### src/rtl/md_issue_if.sv
// E-stage <-> multiply-divide issue bundle: pipeline-side inputs, unit Busy, and the controller's
// issue/stall/status outputs.
interface md_issue_if #(
    parameter int unsigned CNT_W = 32
);
    logic [2:0]       op_E;
    logic             valid_E;
    logic             adv_E;
    logic             ExcReq_E;
    logic             EI_HILO_ctr;
    logic             hilo_use_D;
    logic             Busy;
    logic             Start;
    logic [2:0]       Mul_Div_ctr;
    logic             Stall_MD;
    logic             lat_err;
    logic [CNT_W-1:0] stall_cnt;

    modport master (
        output op_E, valid_E, adv_E, ExcReq_E, EI_HILO_ctr, hilo_use_D, Busy,
        input  Start, Mul_Div_ctr, Stall_MD, lat_err, stall_cnt
    );

    modport slave (
        input  op_E, valid_E, adv_E, ExcReq_E, EI_HILO_ctr, hilo_use_D, Busy,
        output Start, Mul_Div_ctr, Stall_MD, lat_err, stall_cnt
    );
endinterface

### src/rtl/md_issue_ctrl.sv
// Issue/hazard controller in front of the HI/LO multiply-divide unit: one Start per E-stage
// instruction, D-stage stall while HI/LO is in flight, Busy-window latency check, stall counter.
module md_issue_ctrl #(
    parameter int unsigned MUL_LAT = 4,
    parameter int unsigned DIV_LAT = 9,
    parameter int unsigned CNT_W   = 32
) (
    input  logic        clk,
    input  logic        reset,
    md_issue_if.slave   bus
);
    typedef enum logic [1:0] {StIdle, StWaitBusy, StRun} state_e;

    state_e           state_q, state_d;
    logic             issued_q, issued_d;
    logic [3:0]       lat_cnt_q, lat_cnt_d;
    logic [3:0]       exp_lat_q, exp_lat_d;
    logic             lat_err_q, lat_err_d;
    logic [CNT_W-1:0] stall_cnt_q, stall_cnt_d;
    logic             busy_ign_q, busy_ign_d;

    logic is_md, is_mul, busy_eff, start, stall;

    assign is_md  = (bus.op_E == 3'b011) || (bus.op_E == 3'b100) ||
                    (bus.op_E == 3'b101) || (bus.op_E == 3'b110);
    assign is_mul = (bus.op_E == 3'b011) || (bus.op_E == 3'b100);
    // After a reset the unit may still be finishing an old op; its Busy is not ours to stall on.
    assign busy_eff = bus.Busy & ~busy_ign_q;

    // State register
    always_ff @(posedge clk) begin
        if (!reset) begin
            state_q <= StIdle;
        end else begin
            state_q <= state_d;
        end
    end

    // Next-state logic
    always_comb begin
        state_d   = state_q;
        lat_cnt_d = lat_cnt_q;
        exp_lat_d = exp_lat_q;
        lat_err_d = lat_err_q;
        unique case (state_q)
            StIdle: begin
                if (start) begin
                    state_d   = StWaitBusy;
                    lat_cnt_d = 4'd0;
                    exp_lat_d = is_mul ? 4'(MUL_LAT) : 4'(DIV_LAT);
                end
            end
            StWaitBusy: begin
                if (bus.Busy) begin
                    state_d   = StRun;
                    lat_cnt_d = 4'd1;
                end else begin
                    state_d   = StIdle;
                    lat_err_d = 1'b1;
                end
            end
            StRun: begin
                if (!bus.Busy) begin
                    state_d = StIdle;
                    if (lat_cnt_q != exp_lat_q) lat_err_d = 1'b1;
                end else if (lat_cnt_q == 4'd15) begin
                    state_d   = StIdle;
                    lat_err_d = 1'b1;
                end else begin
                    lat_cnt_d = lat_cnt_q + 4'd1;
                end
            end
            default: state_d = StIdle;
        endcase
    end

    // Outputs. RUN with Busy low is the completion cycle: HI/LO is already valid, so no stall.
    always_comb begin
        start = reset & bus.valid_E & is_md & ~issued_q & ~bus.ExcReq_E & ~bus.EI_HILO_ctr &
                (state_q == StIdle) & ~bus.Busy;
        stall = reset & bus.hilo_use_D & (start | busy_eff | (state_q == StWaitBusy));
    end

    always_comb begin
        issued_d = issued_q;
        if (bus.adv_E)  issued_d = 1'b0;
        else if (start) issued_d = 1'b1;

        busy_ign_d = busy_ign_q & bus.Busy;

        stall_cnt_d = stall_cnt_q;
        if (stall && (stall_cnt_q != {CNT_W{1'b1}})) begin
            stall_cnt_d = stall_cnt_q + {{(CNT_W-1){1'b0}}, 1'b1};
        end
    end

    always_ff @(posedge clk) begin
        if (!reset) begin
            issued_q    <= 1'b0;
            lat_cnt_q   <= 4'd0;
            exp_lat_q   <= 4'd0;
            lat_err_q   <= 1'b0;
            stall_cnt_q <= '0;
            busy_ign_q  <= 1'b1;
        end else begin
            issued_q    <= issued_d;
            lat_cnt_q   <= lat_cnt_d;
            exp_lat_q   <= exp_lat_d;
            lat_err_q   <= lat_err_d;
            stall_cnt_q <= stall_cnt_d;
            busy_ign_q  <= busy_ign_d;
        end
    end

    assign bus.Start       = start;
    assign bus.Stall_MD    = stall;
    assign bus.Mul_Div_ctr = bus.valid_E ? bus.op_E : 3'b000;
    assign bus.lat_err     = lat_err_q;
    assign bus.stall_cnt   = stall_cnt_q;
endmodule

### src/flat_wrapper.sv
// flat-port wrapper written by rule: the top's interface ports become plain ports
module md_issue_ctrl_flat 
#(
    parameter int unsigned MUL_LAT = 4,
    parameter int unsigned DIV_LAT = 9,
    parameter int unsigned CNT_W   = 32
)
  (clk, reset, bus_op_E, bus_valid_E, bus_adv_E, bus_ExcReq_E, bus_EI_HILO_ctr, bus_hilo_use_D, bus_Busy, bus_Start, bus_Mul_Div_ctr, bus_Stall_MD, bus_lat_err, bus_stall_cnt);
  md_issue_if #(.CNT_W(CNT_W)) bus_i ();
  input  logic clk;
  input  logic reset;
  input wire logic [$bits(bus_i.op_E)-1:0] bus_op_E;
  input wire logic [$bits(bus_i.valid_E)-1:0] bus_valid_E;
  input wire logic [$bits(bus_i.adv_E)-1:0] bus_adv_E;
  input wire logic [$bits(bus_i.ExcReq_E)-1:0] bus_ExcReq_E;
  input wire logic [$bits(bus_i.EI_HILO_ctr)-1:0] bus_EI_HILO_ctr;
  input wire logic [$bits(bus_i.hilo_use_D)-1:0] bus_hilo_use_D;
  input wire logic [$bits(bus_i.Busy)-1:0] bus_Busy;
  output wire logic [$bits(bus_i.Start)-1:0] bus_Start;
  output wire logic [$bits(bus_i.Mul_Div_ctr)-1:0] bus_Mul_Div_ctr;
  output wire logic [$bits(bus_i.Stall_MD)-1:0] bus_Stall_MD;
  output wire logic [$bits(bus_i.lat_err)-1:0] bus_lat_err;
  output wire logic [$bits(bus_i.stall_cnt)-1:0] bus_stall_cnt;
  assign bus_i.op_E = bus_op_E;
  assign bus_i.valid_E = bus_valid_E;
  assign bus_i.adv_E = bus_adv_E;
  assign bus_i.ExcReq_E = bus_ExcReq_E;
  assign bus_i.EI_HILO_ctr = bus_EI_HILO_ctr;
  assign bus_i.hilo_use_D = bus_hilo_use_D;
  assign bus_i.Busy = bus_Busy;
  assign bus_Start = bus_i.Start;
  assign bus_Mul_Div_ctr = bus_i.Mul_Div_ctr;
  assign bus_Stall_MD = bus_i.Stall_MD;
  assign bus_lat_err = bus_i.lat_err;
  assign bus_stall_cnt = bus_i.stall_cnt;
  md_issue_ctrl #(.MUL_LAT(MUL_LAT), .DIV_LAT(DIV_LAT), .CNT_W(CNT_W)) u_core (.clk(clk), .reset(reset), .bus(bus_i));
endmodule
### config.mk
export PLATFORM = sky130hd
export DESIGN_NAME = md_issue_ctrl_flat
export DESIGN_NICKNAME = d
export VERILOG_FILES = /design/src/rtl/md_issue_if.sv /design/src/rtl/md_issue_ctrl.sv /design/src/flat_wrapper.sv
export SDC_FILE = /design/constraint.sdc
export NUM_CORES = 1
export LEC_CHECK = 0
export BUFFER_PORTS_ARGS = -buffer_cell sky130_fd_sc_hd__buf_2
export CORE_AREA = 2 2 75 77
export CTS_BUF_LIST = sky130_fd_sc_hd__clkbuf_16
export DETAILED_ROUTE_END_ITERATION = 8
export DIE_AREA = 0 0 77 79
export GPL_TIMING_DRIVEN = 0
export PLACE_DENSITY = 0.82
export SLEW_MARGIN = 25
export SYNTH_ARGS = -nofsm -noshare
export SYNTH_HDL_FRONTEND = slang
export SYNTH_SLANG_ARGS = --single-unit
### constraint.sdc
create_clock -name clk -period 4.4 [get_ports clk]
set_input_delay 0 -clock clk [delete_from_list [all_inputs] [get_ports clk]]
set_output_delay 0 -clock clk [all_outputs]
set_load 0.1 [all_outputs]
# --- Yosys cells after proc, flatten, opt, wreduce, memory -nomap -nowiden ---
# Cells that the tools add are included.
totals:
  reg_bits: 45
  inputBits: 11
  out_inout_bits: 38
  wordCells: 73
op_classes:
  addsub: 2
  eq_ne: 16
  muxes: 17
  n_bitwise: 19
  n_reduce_logical: 12
op_table:
  columns: ["op", "n"]
  rows:
  - ["$add A32 B1 Y32 const B", 1]
  - ["$ne A32 B32 Y1 const B", 1]
  - ["$mux W4", 5]
  - ["$pmux W4 S3", 1]
  - ["$and A1 B1 Y1", 11]
  - ["$ne A2 B2 Y1 const B", 5]
  - ["$eq A3 B3 Y1 const B", 3]
  - ["$mux W2", 4]
  - ["$ne A3 B2 Y1 const B", 2]
  - ["$not A1 Y1", 6]
  - ["$pmux W2 S3", 1]
  - ["$reduce_and A5 Y1", 1]
  - ["$add A4 B1 Y4 const B", 1]
  - ["$eq A4 B4 Y1 const B", 1]
  - ["$mux W1", 4]
  - ["$ne A4 B4 Y1", 1]
  - ["$reduce_and A2 Y1", 2]
  - ["$reduce_and A4 Y1", 1]
  - ["$eq A3 B2 Y1 const B", 1]
  - ["$logic_or A1 B1 Y1", 3]
  - ["$mux W3", 1]
  - ["$reduce_bool A3 Y1", 1]
  - ["$eq A2 B1 Y1 const B", 1]
  - ["$eq A2 B2 Y1 const B", 1]
  - ["6 further kinds", 7]

# --- Longest topological paths before layout ---
logic_depth:
  ltp_word: 14
  mapped_depth: 10
  mapped_depth_nobuf: 8

# --- Worst setup path after synthesis ---
# OpenSTA, ideal clock, no wires.
synth_timing:
  path_kind: "register to register"
  startpoint: "reg u_core.stall_cnt_q[0] (netlist: u_core.bus.stall_cnt[0])"
  endpoint: "reg u_core.stall_cnt_q[14] (netlist: u_core.bus.stall_cnt[14])"
  setup_ns: 0.070
  t_arrival_ns: 2.520
  required_ns: 4.330
  setup_slack_ns: 1.810
  stages_incl_launch_ff: 7
  n_path_buf: 0
  period_less_slack_ns: 2.590
  path_cell_list: "dfxtp_1 ha_1 nand4_1 nor2b_1 o21ai_1 or4_1 a21oi_1"
synth_via:
  elab_chain_len: 2
  elab_cells_between_ends: 3
  classes_between: "add/sub (1); eq/ne (1); reduce/logical (1)"
synth_rtl:
  columns: ["element", "line", "rtl"]
  rows:
  - ["start, declared", "md_issue_ctrl.sv:19", "logic [CNT_W-1:0] stall_cnt_q, stall_cnt_d;"]
  - ["start signal, assigned", "md_issue_ctrl.sv:110", "stall_cnt_q <= stall_cnt_d;"]
  - ["branches (longest 2 deep; another with $add A32 B1 Y32)", null, null]
# Several ways; the timed one is not identified.
# A chain may end at the register's enable or synchronous reset.

# --- Worst setup path in the final report ---
layout_timing:
  startpoint: "reg u_core.state_q[0]"
  endpoint: "out bus_Stall_MD"
layout_via:
  elab_chain_len: 6
  elab_cells_between_ends: 7
  classes_between: "eq/ne (1); bitwise (5); reduce/logical (1)"
layout_rtl:
  columns: ["element", "line", "rtl"]
  rows:
  - ["start, declared", "md_issue_ctrl.sv:14", "state_e state_q, state_d;"]
  - ["start signal, assigned", "md_issue_ctrl.sv:33", "state_q <= StIdle;"]
  - ["start signal, assigned", "md_issue_ctrl.sv:35", "state_q <= state_d;"]
  - ["$logic_not A2 Y1", "md_issue_ctrl.sv:80", "(state_q == StIdle) & ~bus.Busy;"]
  - ["$and A1 B1 Y1", "md_issue_ctrl.sv:79", "start = reset & bus.valid_E & is_md & ~issued_q & ~bus.ExcReq_E & ~bus.EI_HILO_ctr &"]
  - ["$and A1 B1 Y1", "md_issue_ctrl.sv:80", null]
  - ["$or A1 B1 Y1", "md_issue_ctrl.sv:81", "stall = reset & bus.hilo_use_D & (start | busy_eff | (state_q == StWaitBusy));"]
  - ["$or A1 B1 Y1 *", "md_issue_ctrl.sv:81", null]
  - ["$and A1 B1 Y1 *", "md_issue_ctrl.sv:81", null]
  - ["end, declared", "flat_wrapper.sv:21", "output wire logic [$bits(bus_i.Stall_MD)-1:0] bus_Stall_MD;"]
# Every way passes the cells marked *; elsewhere a longest branch is shown, timed or not.

==> results.toml <==
[cts]
cts.path.max_buffers = 2
insertion_delay_ps = 290
cts_tree = "done"
cts_root_buf = "clkbuf_16"
clkSinkCount = 43
cts_buffers = 5
cts_htree_levels = 2
cts.clk_slew.worst_paths_ps = 60

[die]
dieArea_um2 = 6083
core_area_um2 = 5338
start_util_pct = 46.41
fp.dieW_um = 77
die_h_um = 79
rows = 27
ios = 49

[hold_path]
hold_class = "in -> reg"
whs_path_depth = 3
hold-path-endpoint = "u_core.busy_ign_q"
hold_path.startpoint = "bus_Busy"

[synth]
netlist_instances = 292
synth_edf_count = 0
async_flop_share_pct = 0
ys_seq_area_share_pct = 34.75
synth-seq-cells = 43
synthFlopType = "dfxtp_1"
synth_area_per_cell_um2 = 8.484
syn_area_um2 = 2477
yosysWarnings = 0
synth_cell_type_count = 50
syn_nets = 308

[route]
firstDrtPassIters = 4
viasPerCell = 5.969
ant_nets = 0
drc = 0
wl_per_cell_um = 15.19
drt_iter0_drc = 185
num_vias = 2513
finalWirelength_um = 6396

[grt]
grtUsageTotal_pct = 20.91
overflow = 0
grt_pass1_wl_um = 10250
grt_pass1_vias = 2215
grt_max_degree = 13
antenna_found_initial = 0

[sta]
rsz0062_at_grt = "false"
hold_violations = 0
maxSlewViolCount = 0
fin_crit_ps = 2527
fin_ws_ps = 1873
fin_setup_tns_ps = 0
relSlewSlack_pct = 61.05
period_share_pct = 57.42
fmax_mhz = 395.8
tightest_slew_ps = 584.3
fin_skew_ps = 6.711
setup_viol = 0

[placement]
dpl.hpwl_um = 4651
post_dp_cell_area_um2 = 2808
gp_congestion = 0.8650
dp_worst_setup_slack_ps = 2176
port_buffers = 48

[setup_path]
critPathMaxFanout = 10
required_ps = 4400
critical_path_class = "reg -> out"
r2r-start = "u_core.state_q[0]"
r2r_slack_ps = 2140
slowest_stage = "dfxtp_1"
arrival_ps = 2530
critPathCaptureType = "output pin"
crit_path_cell_trace = "inv_1, ha_1, and3b_1, o211ai_4, inv_6, o21ai_2, buf_4, buf_2, inv_1, buf_2"
crit_buf_inv = 6
reg2reg_depth = 10
start_kind = "register"
slowest_delay_ps = 340
r2r-end = "u_core.bus.stall_cnt[19]"
critical_path.top_delay_family = "buffers and inverters"

[power]
powerDensity_nw_per_um2 = 273.4
leakagePower_nw = 1.152
finalPower_mw = 0.8077
peakVddDrop_mv = 0.2022

[run]
drv_cap = 0

[status]
status = "completed"

[finish]
fin_area_um2 = 2954
drive_above_1_share_pct = 20.63
fillers = 516
final_nets = 364
diodes = 0
area.growth.synth_to_final_pct = 19.24
==> Yosys cell counts, drive strengths merged (2+ instances only) <==
library cell,n,area [um^2]
mux2i,11,110.1
nor2,7,26.28
and4,7,61.31
nand3,7,35.03
and3b,2,17.52
nand2b,10,62.56
nor3,5,30.03
o21ai,14,77.57
o2111ai,2,35.04
inv,13,53.80
a21oi,28,140.1
clkbuf,4,15.01
nor4b,3,41.29
or3,6,37.54
o211ai,6,58.81
o311ai,2,17.52
and4bb,3,37.54
nand2,33,123.9
ha,5,62.56
o31ai,13,97.59
nand4,8,50.05
nor2b,2,12.51
and3,9,56.30
buf,7,42.54
and2,8,50.05
o41ai,2,17.52
dfxtp,43,860.8
nor4,6,37.54
or4,15,112.6
o211a,2,20.02
==> power breakdown <==
group          internal, mW  total (mW)  leakage (nW)  switching, mW
Sequential            0.391       0.392         0.347        0.00146
Clock                 0.204       0.352        0.0701          0.147
Combinational        0.0159      0.0636         0.735         0.0477
==> routing by layer <==
metal	track usage (%)	part of all wire (%)	vias to the layer above
met5	0	0	-
met4	8.036	1.3	0
met3	4.659	6.8	9
met2	35.61	49	90
met1	25.90	42	1189
li1	-	-	1225
==> cell families (layout without fill, tap and decap cells) <==
group | after synthesis | count (layout) | synth area share [%]
AND/OR/NAND/NOR | 134 | 134 | 33.03
XOR/XNOR | 1 | 1 | 0.3536
buffers and inverters | 24 | 81 | 4.495
multiplexers | 11 | 11 | 4.445
flip-flops | 43 | 43 | 34.75
AO/OA/AOI/OAI | 74 | 74 | 20.40
adder cells (fa/ha/maj) | 5 | 5 | 2.525
==> area by class of cell <==
class / count / area [um^2] / area share, %
Sequential cell: 43 / 860.8 / 29.14
Clock buffer: 5 / 125.1 / 4.235
Inverter: 13 / 53.80 / 1.821
Tap cell: 72 / 90.09 / 3.050
Multi-Input combinational cell: 225 / 1505 / 50.95
Timing Repair Buffer: 49 / 250.2 / 8.471
Clock inverter: 3 / 11.26 / 0.3812
Buffer: 11 / 57.56 / 1.948
==> worst min-delay path: cells and delay by family <==
kind                   cells  cell delay, ps
and+or+nand+nor            2             110
buffers and inverters      1             160
==> how the worst max path moves through the flow <==
stage	slack (ps)	cells past startpoint	startpoint	endpoint
after floorplan	1810	6	u_core.bus.stall_cnt[0]	u_core.bus.stall_cnt[14]
after global placement	2240	10	u_core.state_q[0]	bus_Stall_MD
after detailed placement	2180	10	u_core.state_q[0]	u_core.bus.stall_cnt[19]
after CTS	1890	10	u_core.state_q[0]	bus_Stall_MD
after global routing	1740	10	u_core.state_q[0]	bus_Stall_MD
final	1870	10	u_core.state_q[0]	bus_Stall_MD
==> per-stage QoR <==
step,hold WS [ps],utilization [%],std cells
3_3_place_gp,166.7,52.60,412
2_1_floorplan,76.79,-,292
4_1_cts,35.58,55.34,421
5_1_grt,54.29,55.34,421
6_report,38.96,55.34,421
3_5_place_dp,172.1,52.60,412
==> registers in the layout (all words and copies together), names as in the netlist <==
| signal | flops |
|---|---|
| u_core.lat_cnt_q | 4 |
| u_core.exp_lat_q | 2 |
| u_core.state_q | 2 |
| u_core.issued_q | 1 |
| u_core.bus.stall_cnt | 32 |
| u_core.bus.lat_err | 1 |
| u_core.busy_ign_q | 1 |
==> timing repair <==
item | CTS | global route
resized for setup | 0 | 0
endpoints found under the hold margin | 1 | 0
buffers inserted | 0 | 0
hold buffers | 1 | 0
==> cells in the final DEF (no fill, tap or decap), drive strengths merged, types with 2 or more instances in the layout <==
cell type  Yosys  final
nor2b          2      2
o41ai          2      2
and3b          2      2
and3           9      9
o2111ai        2      2
o31ai         13     13
inv           13     14
clkinv         0      2
nand2b        10     10
and2           8      8
ha             5      5
or4           15     15
nor3           5      5
dfxtp         43     43
nor4           6      6
nor4b          3      3
mux2i         11     11
nand2         33     33
o211ai         6      6
nor2           7      7
o21ai         14     14
clkbuf         4      9
nand4          8      8
and4bb         3      3
or3            6      6
buf            7     55
a21oi         28     28
nand3          7      7
o211a          2      2
and4           7      7
o311ai         2      2
No activity file was read; power rests on OpenSTA's default activity.
